==> config.mk <==
export PLATFORM = sky130hd
export DESIGN_NAME = alu_sequencer_flat
export DESIGN_NICKNAME = d
export VERILOG_FILES = /design/src/rtl/alu_sequencer_if.sv /design/src/rtl/alu_sequencer.sv /design/src/flat_wrapper.sv
export SDC_FILE = /design/constraint.sdc
export NUM_CORES = 1
export LEC_CHECK = 0
export CORE_MARGIN = 5
export CORE_UTILIZATION = 41
export DETAILED_ROUTE_END_ITERATION = 12
export PLACE_DENSITY = 0.81
export SYNTH_ARGS = -nofsm -noshare
export SYNTH_HDL_FRONTEND = slang
export SYNTH_SLANG_ARGS = --single-unit
==> constraint.sdc <==
create_clock -name clk -period 2.3 [get_ports clk]
set_clock_uncertainty 0.1 [all_clocks]
set_input_delay 0.46 -clock clk [delete_from_list [all_inputs] [get_ports clk]]
set_output_delay 0.46 -clock clk [all_outputs]
set_load 0.005 [all_outputs]
==> src/rtl/alu_sequencer_if.sv <==
`default_nettype none
// +--------------------------------------------------------------------------+
// | alu_sequencer_if : request, response and ALU-drive bundle                |
// | Revision 1.0                                                             |
// +--------------------------------------------------------------------------+
interface alu_sequencer_if;
  logic        req_valid;
  logic        req_ready;
  logic [2:0]  req_op;
  logic [31:0] req_a;
  logic [31:0] req_b;
  logic        rsp_valid;
  logic        rsp_ready;
  logic [31:0] rsp_result;
  logic        rsp_carry;
  logic        rsp_err;
  logic [31:0] alu_a;
  logic [31:0] alu_b;
  logic        alu_binvert;
  logic        alu_carryin;
  logic [1:0]  alu_operation;
  logic [31:0] alu_result;
  logic        alu_carryout;

  // Requester, response consumer and the combinational ALU.
  modport master (
    output req_valid, req_op, req_a, req_b, rsp_ready, alu_result, alu_carryout,
    input  req_ready, rsp_valid, rsp_result, rsp_carry, rsp_err,
           alu_a, alu_b, alu_binvert, alu_carryin, alu_operation
  );

  // The sequencer.
  modport slave (
    input  req_valid, req_op, req_a, req_b, rsp_ready, alu_result, alu_carryout,
    output req_ready, rsp_valid, rsp_result, rsp_carry, rsp_err,
           alu_a, alu_b, alu_binvert, alu_carryin, alu_operation
  );
endinterface
`default_nettype wire

==> src/rtl/alu_sequencer.sv <==
`default_nettype none
// +--------------------------------------------------------------------------+
// | alu_sequencer : drives a 32-bit AND/OR/ADD/SUB ALU for AND..SLT and an   |
// | optional 32-step shift-add MUL (enabled by ALU_SEQ_MUL_EN). Rev 1.0      |
// +--------------------------------------------------------------------------+
module alu_sequencer (
  input  logic            clk,
  input  logic            rst,
  alu_sequencer_if.slave  bus
);
  typedef enum logic [1:0] {
    IDLE = 2'd0,
    EXEC = 2'd1,
    MUL  = 2'd2,
    DONE = 2'd3
  } state_t;

  localparam logic [2:0] c_op_and = 3'b000;
  localparam logic [2:0] c_op_or  = 3'b001;
  localparam logic [2:0] c_op_add = 3'b010;
  localparam logic [2:0] c_op_sub = 3'b011;
  localparam logic [2:0] c_op_slt = 3'b100;
`ifdef ALU_SEQ_MUL_EN
  localparam logic [2:0] c_op_mul = 3'b101;
`endif

  localparam logic [1:0] c_alu_and = 2'b00;
  localparam logic [1:0] c_alu_or  = 2'b10;
  localparam logic [1:0] c_alu_add = 2'b01;

  state_t      r_state, w_next;
  logic [2:0]  r_op;
  logic [31:0] r_a, r_b;
  logic [31:0] r_result;
  logic        r_carry, r_err;

  logic        w_legal;
  logic        w_req_ready, w_rsp_valid;
  logic [31:0] w_alu_a, w_alu_b;
  logic        w_binv, w_cin;
  logic [1:0]  w_alu_op;
  logic [31:0] w_exec_result;
  logic        w_exec_carry;
  logic        w_ovf;

`ifdef ALU_SEQ_MUL_EN
  logic [31:0] r_acc;
  logic [4:0]  r_cnt;
  logic [31:0] w_acc_next;

  // r_a holds the shifting multiplicand and r_b the shifting multiplier.
  assign w_acc_next = r_b[0] ? bus.alu_result : r_acc;
`endif

  // MUL never reaches EXEC when compiled in, so only AND..SLT are legal here.
  assign w_legal = (r_op <= c_op_slt);

  always_comb begin
    w_next        = r_state;
    w_req_ready   = 1'b0;
    w_rsp_valid   = 1'b0;
    w_alu_a       = 32'd0;
    w_alu_b       = 32'd0;
    w_binv        = 1'b0;
    w_cin         = 1'b0;
    w_alu_op      = c_alu_and;
    w_exec_result = 32'd0;
    w_exec_carry  = 1'b0;
    w_ovf         = 1'b0;
    case (r_state)
      IDLE: begin
        w_req_ready = 1'b1;
        if (bus.req_valid) begin
`ifdef ALU_SEQ_MUL_EN
          w_next = (bus.req_op == c_op_mul) ? MUL : EXEC;
`else
          w_next = EXEC;
`endif
        end
      end
      EXEC: begin
        w_next = DONE;
        if (w_legal) begin
          w_alu_a = r_a;
          w_alu_b = r_b;
        end
        case (r_op)
          c_op_and: begin
            w_exec_result = bus.alu_result;
          end
          c_op_or: begin
            w_alu_op      = c_alu_or;
            w_exec_result = bus.alu_result;
          end
          c_op_add: begin
            w_alu_op      = c_alu_add;
            w_exec_result = bus.alu_result;
            w_exec_carry  = bus.alu_carryout;
          end
          c_op_sub: begin
            w_alu_op      = c_alu_add;
            w_binv        = 1'b1;
            w_cin         = 1'b1;
            w_exec_result = bus.alu_result;
            w_exec_carry  = bus.alu_carryout;
          end
          c_op_slt: begin
            w_alu_op      = c_alu_add;
            w_binv        = 1'b1;
            w_cin         = 1'b1;
            // Sign of a-b corrected for signed overflow.
            w_ovf         = (r_a[31] != r_b[31]) && (bus.alu_result[31] != r_a[31]);
            w_exec_result = {31'd0, bus.alu_result[31] ^ w_ovf};
          end
          default: begin
          end
        endcase
      end
      MUL: begin
`ifdef ALU_SEQ_MUL_EN
        w_alu_a  = r_acc;
        w_alu_b  = r_a;
        w_alu_op = c_alu_add;
        if (r_cnt == 5'd31) begin
          w_next = DONE;
        end
`else
        w_next = IDLE;
`endif
      end
      DONE: begin
        w_rsp_valid = 1'b1;
        if (bus.rsp_ready) begin
          w_next = IDLE;
        end
      end
    endcase
  end

  always_ff @(posedge clk) begin
    if (rst) begin
      r_state  <= IDLE;
      r_op     <= 3'd0;
      r_a      <= 32'd0;
      r_b      <= 32'd0;
      r_result <= 32'd0;
      r_carry  <= 1'b0;
      r_err    <= 1'b0;
`ifdef ALU_SEQ_MUL_EN
      r_acc    <= 32'd0;
      r_cnt    <= 5'd0;
`endif
    end else begin
      r_state <= w_next;
      case (r_state)
        IDLE: begin
          if (bus.req_valid) begin
            r_op <= bus.req_op;
            r_a  <= bus.req_a;
            r_b  <= bus.req_b;
`ifdef ALU_SEQ_MUL_EN
            r_acc <= 32'd0;
            r_cnt <= 5'd0;
`endif
          end
        end
        EXEC: begin
          r_result <= w_exec_result;
          r_carry  <= w_exec_carry;
          r_err    <= ~w_legal;
        end
`ifdef ALU_SEQ_MUL_EN
        MUL: begin
          r_acc <= w_acc_next;
          r_a   <= r_a << 1;
          r_b   <= r_b >> 1;
          r_cnt <= r_cnt + 5'd1;
          if (r_cnt == 5'd31) begin
            r_result <= w_acc_next;
            r_carry  <= 1'b0;
            r_err    <= 1'b0;
          end
        end
`endif
        default: begin
        end
      endcase
    end
  end

  assign bus.req_ready     = w_req_ready;
  assign bus.rsp_valid     = w_rsp_valid;
  assign bus.rsp_result    = r_result;
  assign bus.rsp_carry     = r_carry;
  assign bus.rsp_err       = r_err;
  assign bus.alu_a         = w_alu_a;
  assign bus.alu_b         = w_alu_b;
  assign bus.alu_binvert   = w_binv;
  assign bus.alu_carryin   = w_cin;
  assign bus.alu_operation = w_alu_op;
endmodule
`default_nettype wire

==> src/flat_wrapper.sv <==
// flat-port wrapper written by rule: the top's interface ports become plain ports
module alu_sequencer_flat 
  (clk, rst, bus_req_valid, bus_req_op, bus_req_a, bus_req_b, bus_rsp_ready, bus_alu_result, bus_alu_carryout, bus_req_ready, bus_rsp_valid, bus_rsp_result, bus_rsp_carry, bus_rsp_err, bus_alu_a, bus_alu_b, bus_alu_binvert, bus_alu_carryin, bus_alu_operation);
  alu_sequencer_if bus_i ();
  input  logic clk;
  input  logic rst;
  input wire logic [$bits(bus_i.req_valid)-1:0] bus_req_valid;
  input wire logic [$bits(bus_i.req_op)-1:0] bus_req_op;
  input wire logic [$bits(bus_i.req_a)-1:0] bus_req_a;
  input wire logic [$bits(bus_i.req_b)-1:0] bus_req_b;
  input wire logic [$bits(bus_i.rsp_ready)-1:0] bus_rsp_ready;
  input wire logic [$bits(bus_i.alu_result)-1:0] bus_alu_result;
  input wire logic [$bits(bus_i.alu_carryout)-1:0] bus_alu_carryout;
  output wire logic [$bits(bus_i.req_ready)-1:0] bus_req_ready;
  output wire logic [$bits(bus_i.rsp_valid)-1:0] bus_rsp_valid;
  output wire logic [$bits(bus_i.rsp_result)-1:0] bus_rsp_result;
  output wire logic [$bits(bus_i.rsp_carry)-1:0] bus_rsp_carry;
  output wire logic [$bits(bus_i.rsp_err)-1:0] bus_rsp_err;
  output wire logic [$bits(bus_i.alu_a)-1:0] bus_alu_a;
  output wire logic [$bits(bus_i.alu_b)-1:0] bus_alu_b;
  output wire logic [$bits(bus_i.alu_binvert)-1:0] bus_alu_binvert;
  output wire logic [$bits(bus_i.alu_carryin)-1:0] bus_alu_carryin;
  output wire logic [$bits(bus_i.alu_operation)-1:0] bus_alu_operation;
  assign bus_i.req_valid = bus_req_valid;
  assign bus_i.req_op = bus_req_op;
  assign bus_i.req_a = bus_req_a;
  assign bus_i.req_b = bus_req_b;
  assign bus_i.rsp_ready = bus_rsp_ready;
  assign bus_i.alu_result = bus_alu_result;
  assign bus_i.alu_carryout = bus_alu_carryout;
  assign bus_req_ready = bus_i.req_ready;
  assign bus_rsp_valid = bus_i.rsp_valid;
  assign bus_rsp_result = bus_i.rsp_result;
  assign bus_rsp_carry = bus_i.rsp_carry;
  assign bus_rsp_err = bus_i.rsp_err;
  assign bus_alu_a = bus_i.alu_a;
  assign bus_alu_b = bus_i.alu_b;
  assign bus_alu_binvert = bus_i.alu_binvert;
  assign bus_alu_carryin = bus_i.alu_carryin;
  assign bus_alu_operation = bus_i.alu_operation;
  alu_sequencer u_core (.clk(clk), .rst(rst), .bus(bus_i));
endmodule
* Word level (Yosys, flattened, before mapping)
Cells that the tools add are included.
** Cells by class
- Reductions and logical operators :: 9
- Eq/ne operators :: 11
- Muxes and demuxes :: 15
- Bitwise logic cells :: 2
- Order comparisons :: 1
** Operators by type and width (count)
- $mux 32 :: 4
- $pmux 32 s2 :: 1
- $pmux 2 s4 :: 1
- $eq 3x2->1 const B :: 2
- $mux 2 :: 3
- $mux 1 :: 5
- $eq 2x2->1 const B :: 2
- $ne 2x2->1 const B :: 2
- $pmux 2 s2 :: 1
- $reduce_and 2->1 :: 2
- $reduce_or 2->1 :: 2
- $reduce_or 4->1 :: 1
- $eq 3x1->1 const B :: 1
- $eq 3x3->1 const B :: 1
- $le 3x3->1 const B :: 1
- $logic_not 3->1 :: 1
- $reduce_or 3->1 :: 1
- $eq 2x1->1 const B :: 1
- $logic_not 2->1 :: 1
- $ne 1x1->1 :: 2
- $logic_and 1x1->1 :: 1
- $not 1->1 :: 1
- $xor 1x1->1 :: 1
** Storage, ports and cells
- Register bits after elaboration :: 103
- Word-level logic and storage cells :: 45

* Logic depth before layout (Yosys ltp)
- Depth in word-level cells :: 4
- Mapped depth :: 7

* Least setup slack after synthesis
No wires, ideal clock.
- Kind :: register -> output
- Start :: register u_core.r_state[1]
- End :: output port bus_alu_a[0]
- Stages on the path, launching flop included :: 8
- Path slack :: 0.482 ns
- Arrival :: 1.258 ns
- Cells stage by stage :: dfxtp_1 -> buf_6 -> nand2b_1 -> buf_2 -> a21oi_2 -> buf_4 -> clkbuf_2 -> and2_1
** On the way
- Word-level cells in the longest chain between the ends :: 2
** RTL lines
- start, declared :: RTL line alu_sequencer.sv:31 : state_t r_state, w_next;
- start signal, assigned :: RTL line alu_sequencer.sv:154 : r_state <= w_next;
- $eq 2x1->1 :: RTL line alu_sequencer.sv:70 : case (r_state)
- $mux 32 :: RTL line alu_sequencer.sv:70
- end, declared :: RTL line flat_wrapper.sv:19 : output wire logic [$bits(bus_i.alu_a)-1:0] bus_alu_a;
Every way passes these cells.

* Final worst setup path
- Start :: register u_core.r_op[0]
- End :: output port bus_alu_a[3]
** On the way
- Word-level cells in the longest chain between the ends :: 3
** RTL lines
- start, declared :: RTL line alu_sequencer.sv:32 : logic [2:0] r_op;
- start signal, assigned :: RTL line alu_sequencer.sv:158 : r_op <= bus.req_op;
- $le 3x3->1 :: RTL line alu_sequencer.sv:56 : assign w_legal = (r_op <= c_op_slt);
- $mux 32 :: RTL line alu_sequencer.sv:83 : if (w_legal) begin
- $mux 32 :: RTL line alu_sequencer.sv:70
Every way passes these cells.

==> summary.txt <==
Die Y-Extent: 112 um
Initial antenna violation count: 0
CP Data Arrival Time: 1900 ps
Sequential power share: 0.496
Power Total: 3.99 mW
Synth async-reset ratio: 0
Most used flip-flop cell after synthesis: dfxtp_1
Slowest-stage cell, CP: dfxtp_2
CTS tree: built
DR vias: 4,342
DP HPWL: 9080 um
RR Startpoint: u_core.r_state[1]
Layout cells sized above 1: 0.193
R2r setup slk: 670 ps
Syn avg cell area: 7.89 sq um
Synthesis-to-layout area growth: 64.6%
GR Util All Layers: 0.217
Via/cell ratio: 4.90
VDD IR-drop max: 0.308 mV
Synthesized flop and latch total: 103
RSZ-0062 raised after global routing: yes
Min-delay src: rst
Min-Delay Path Class: input pin to register
CTS Sinks: 103
RD Place Congestion: 0.759
Worst Path Required: 1740 ps
Max cap viols: 0
Setup ws final: -155 ps
Pre-antenna DRT Iters: 6
Die X: 112 um
LEAKAGE: 2.78 nW
Switch share: 0.274
Most frequent cells in the layout: 166 x nand2_1, 138 x clkdlybuf4s50_1, 102 x a21oi_1
CP Capture Type: output port
Measured slew at the worst slew-check pin: 523 ps
Initial core utilization: 0.416
DR iter-0 viols: 322
IO Pins: 208
Clock buffer depth: 2
Kind of critical path: register to output port
Crit-path cells: or2_4 -> a21oi_4 -> buf_12 -> buf_12 -> buf_12 -> buf_12 -> buf_6 -> and2_4 -> buf_6
Mapped cell area: 4240 sq um
Final Max Tran Viols: 0
Drt total wl: 14,000 um
Fillers: 819
Antenna diodes: 0
Worst setup SP type: register
Share of total power in combinational logic: 0.259
Setup violators final: 44
IO buf count: 207
Cell count of the worst reg-to-reg path: 5
Clock latency on the worst-skew pair: 350 ps
Yosys Warn Count: 0
Internal: 2.89 mW
Worst-path maximum fanout: 5
Reg clk slew, reported paths: 90 ps
Register area share after synthesis: 0.487
Residual DRC: 0
Final Critical Period: 2460 ps
Avg WL per Cell: 15.9 um
Failing checks: negative setup slack
CTS Buf Count: 9
Core Footprint: 10,200 sq um
Part of the power in the clock network: 0.246
WHS Endpoint: u_core.r_b[31]
Vias in the first global route: 4,397
Period utilisation layout: 1.07
Synth cell types: 28
Highest clock rate: 407 MHz
Worst R2R End: u_core.r_b[9]
Run status: complete, but fails checks
Final core occ: 0.685
Die area: 12,500 sq um
Routed Antenna Nets: 0
Global-route wire length before repair: 22,200 um
Most common cell after layout, fill and taps aside: nand2_1
P per Cell Area: 572 nW/um^2
Cell mode on critical path: buf_12
Largest net degree at the start of global routing: 52
Root buffer cell: clkbuf_8
Syn_nets: 641
Cells on Worst Hold Path: 2
Post-synth EDFFs: 0
CP max stage delay: 330 ps
Slew Limit Headroom: 0.651
Rows: 37
Hold Fails Final Rpt: 0
Switch Pwr: 1.09 mW
Aggregate global routing overflow: 0
Syn Inst Count: 537
Nets: 849
H-tree lvl count: 3
[critical path, delay by kind of cell (launching register included)]
family          cells  cell delay, ps
flops               1             330
compound gates      1             190
buf+inv             6             640
simple gates        2             380
[repair_timing]
item                       CTS  global route
hold buffers                 0             0
pin swaps                   16             7
buffers inserted            15             5
gates cloned                 7             2
gates resized for setup    267            35
setup endpoints to repair   68            68
[state kept, by name (all words and copies together), names as in the netlist]
signal                 count
u_core.r_a                32
u_core.r_state             2
u_core.bus.rsp_err         1
u_core.r_op                3
u_core.bus.rsp_carry       1
u_core.r_b                32
u_core.bus.rsp_result     32
[cell type report]
cell class / instances / area, sq um / area share
clock buffer: 11 / 131 / 0.0188
clock inverter: 5 / 25.0 / 0.00359
multi-input combinational: 387 / 2040 / 0.292
sequential: 103 / 2070 / 0.297
tap: 136 / 170 / 0.0244
timing repair buffer: 244 / 2540 / 0.365
[synthesized netlist by cell type (all sizes together) (2+ instances only)]
cell type | instances | area share
nand2 | 166 | 0.15
a21oi | 103 | 0.12
dfxtp | 103 | 0.49
and2 | 65 | 0.096
clkbuf | 31 | 0.029
nand3b | 31 | 0.055
buf | 16 | 0.027
nor2 | 3 | 0.0027
nor2b | 3 | 0.0044
nor3b | 3 | 0.0065
or2 | 2 | 0.0030
[metrics by stage]
step | setup TNS, ps | hold WS, ps | instances | setup WS, ps | instance area (sq um)
after floorplan | 0 | 332 | 537 | 482 | 4240
after global placement | 0 | 337 | 849 | 33.5 | 6440
after detailed placement | -29.7 | 343 | 849 | -23.2 | 6440
after CTS | -5560 | 185 | 886 | -187 | 6910
after global routing | -8250 | 197 | 886 | -232 | 6970
final | -4030 | 208 | 886 | -155 | 6970
[power groups by stage]
stage	Sequential [mW]	Combinational [mW]	Clock, mW
floorplan	2.00	0.382	0
global placement	2.01	0.823	0
detailed placement	2.01	0.841	0
CTS	1.97	1.04	1.01
global route	1.99	1.12	1.08
finish	1.98	1.03	0.979
[worst max path at each step]
| stage | start | slack [ps] | depth (start not counted) | endpoint |
|---|---|---|---|---|
| after floorplan | u_core.r_state[1] | 480 | 7 | bus_alu_a[0] |
| after global placement | u_core.r_op[0] | 30 | 5 | bus_alu_a[26] |
| after detailed placement | u_core.r_op[0] | -20 | 5 | bus_alu_a[1] |
| after CTS | u_core.r_op[1] | -190 | 8 | bus_alu_b[22] |
| after global routing | u_core.r_op[0] | -230 | 7 | bus_alu_b[22] |
| final | u_core.r_op[0] | -160 | 9 | bus_alu_a[3] |
[logic make-up (layout without fill, tap and decap cells)]
family,Yosys count,in the layout,synth area share
AOI/OAI and AO/OA,107,107,0.130
and+or+nand+nor,280,280,0.328
buffers and inverters,47,260,0.0558
DFF,103,103,0.487
[per-layer routing]
metal	global-route usage	vias to the layer above	share of wire
met1	0.248	2025	0.41
li1	-	2145	-
met5	0	-	0
met2	0.383	147	0.50
met3	0.0565	25	0.064
met4	0.0876	0	0.026
No activity file was read; power rests on OpenSTA's default activity.
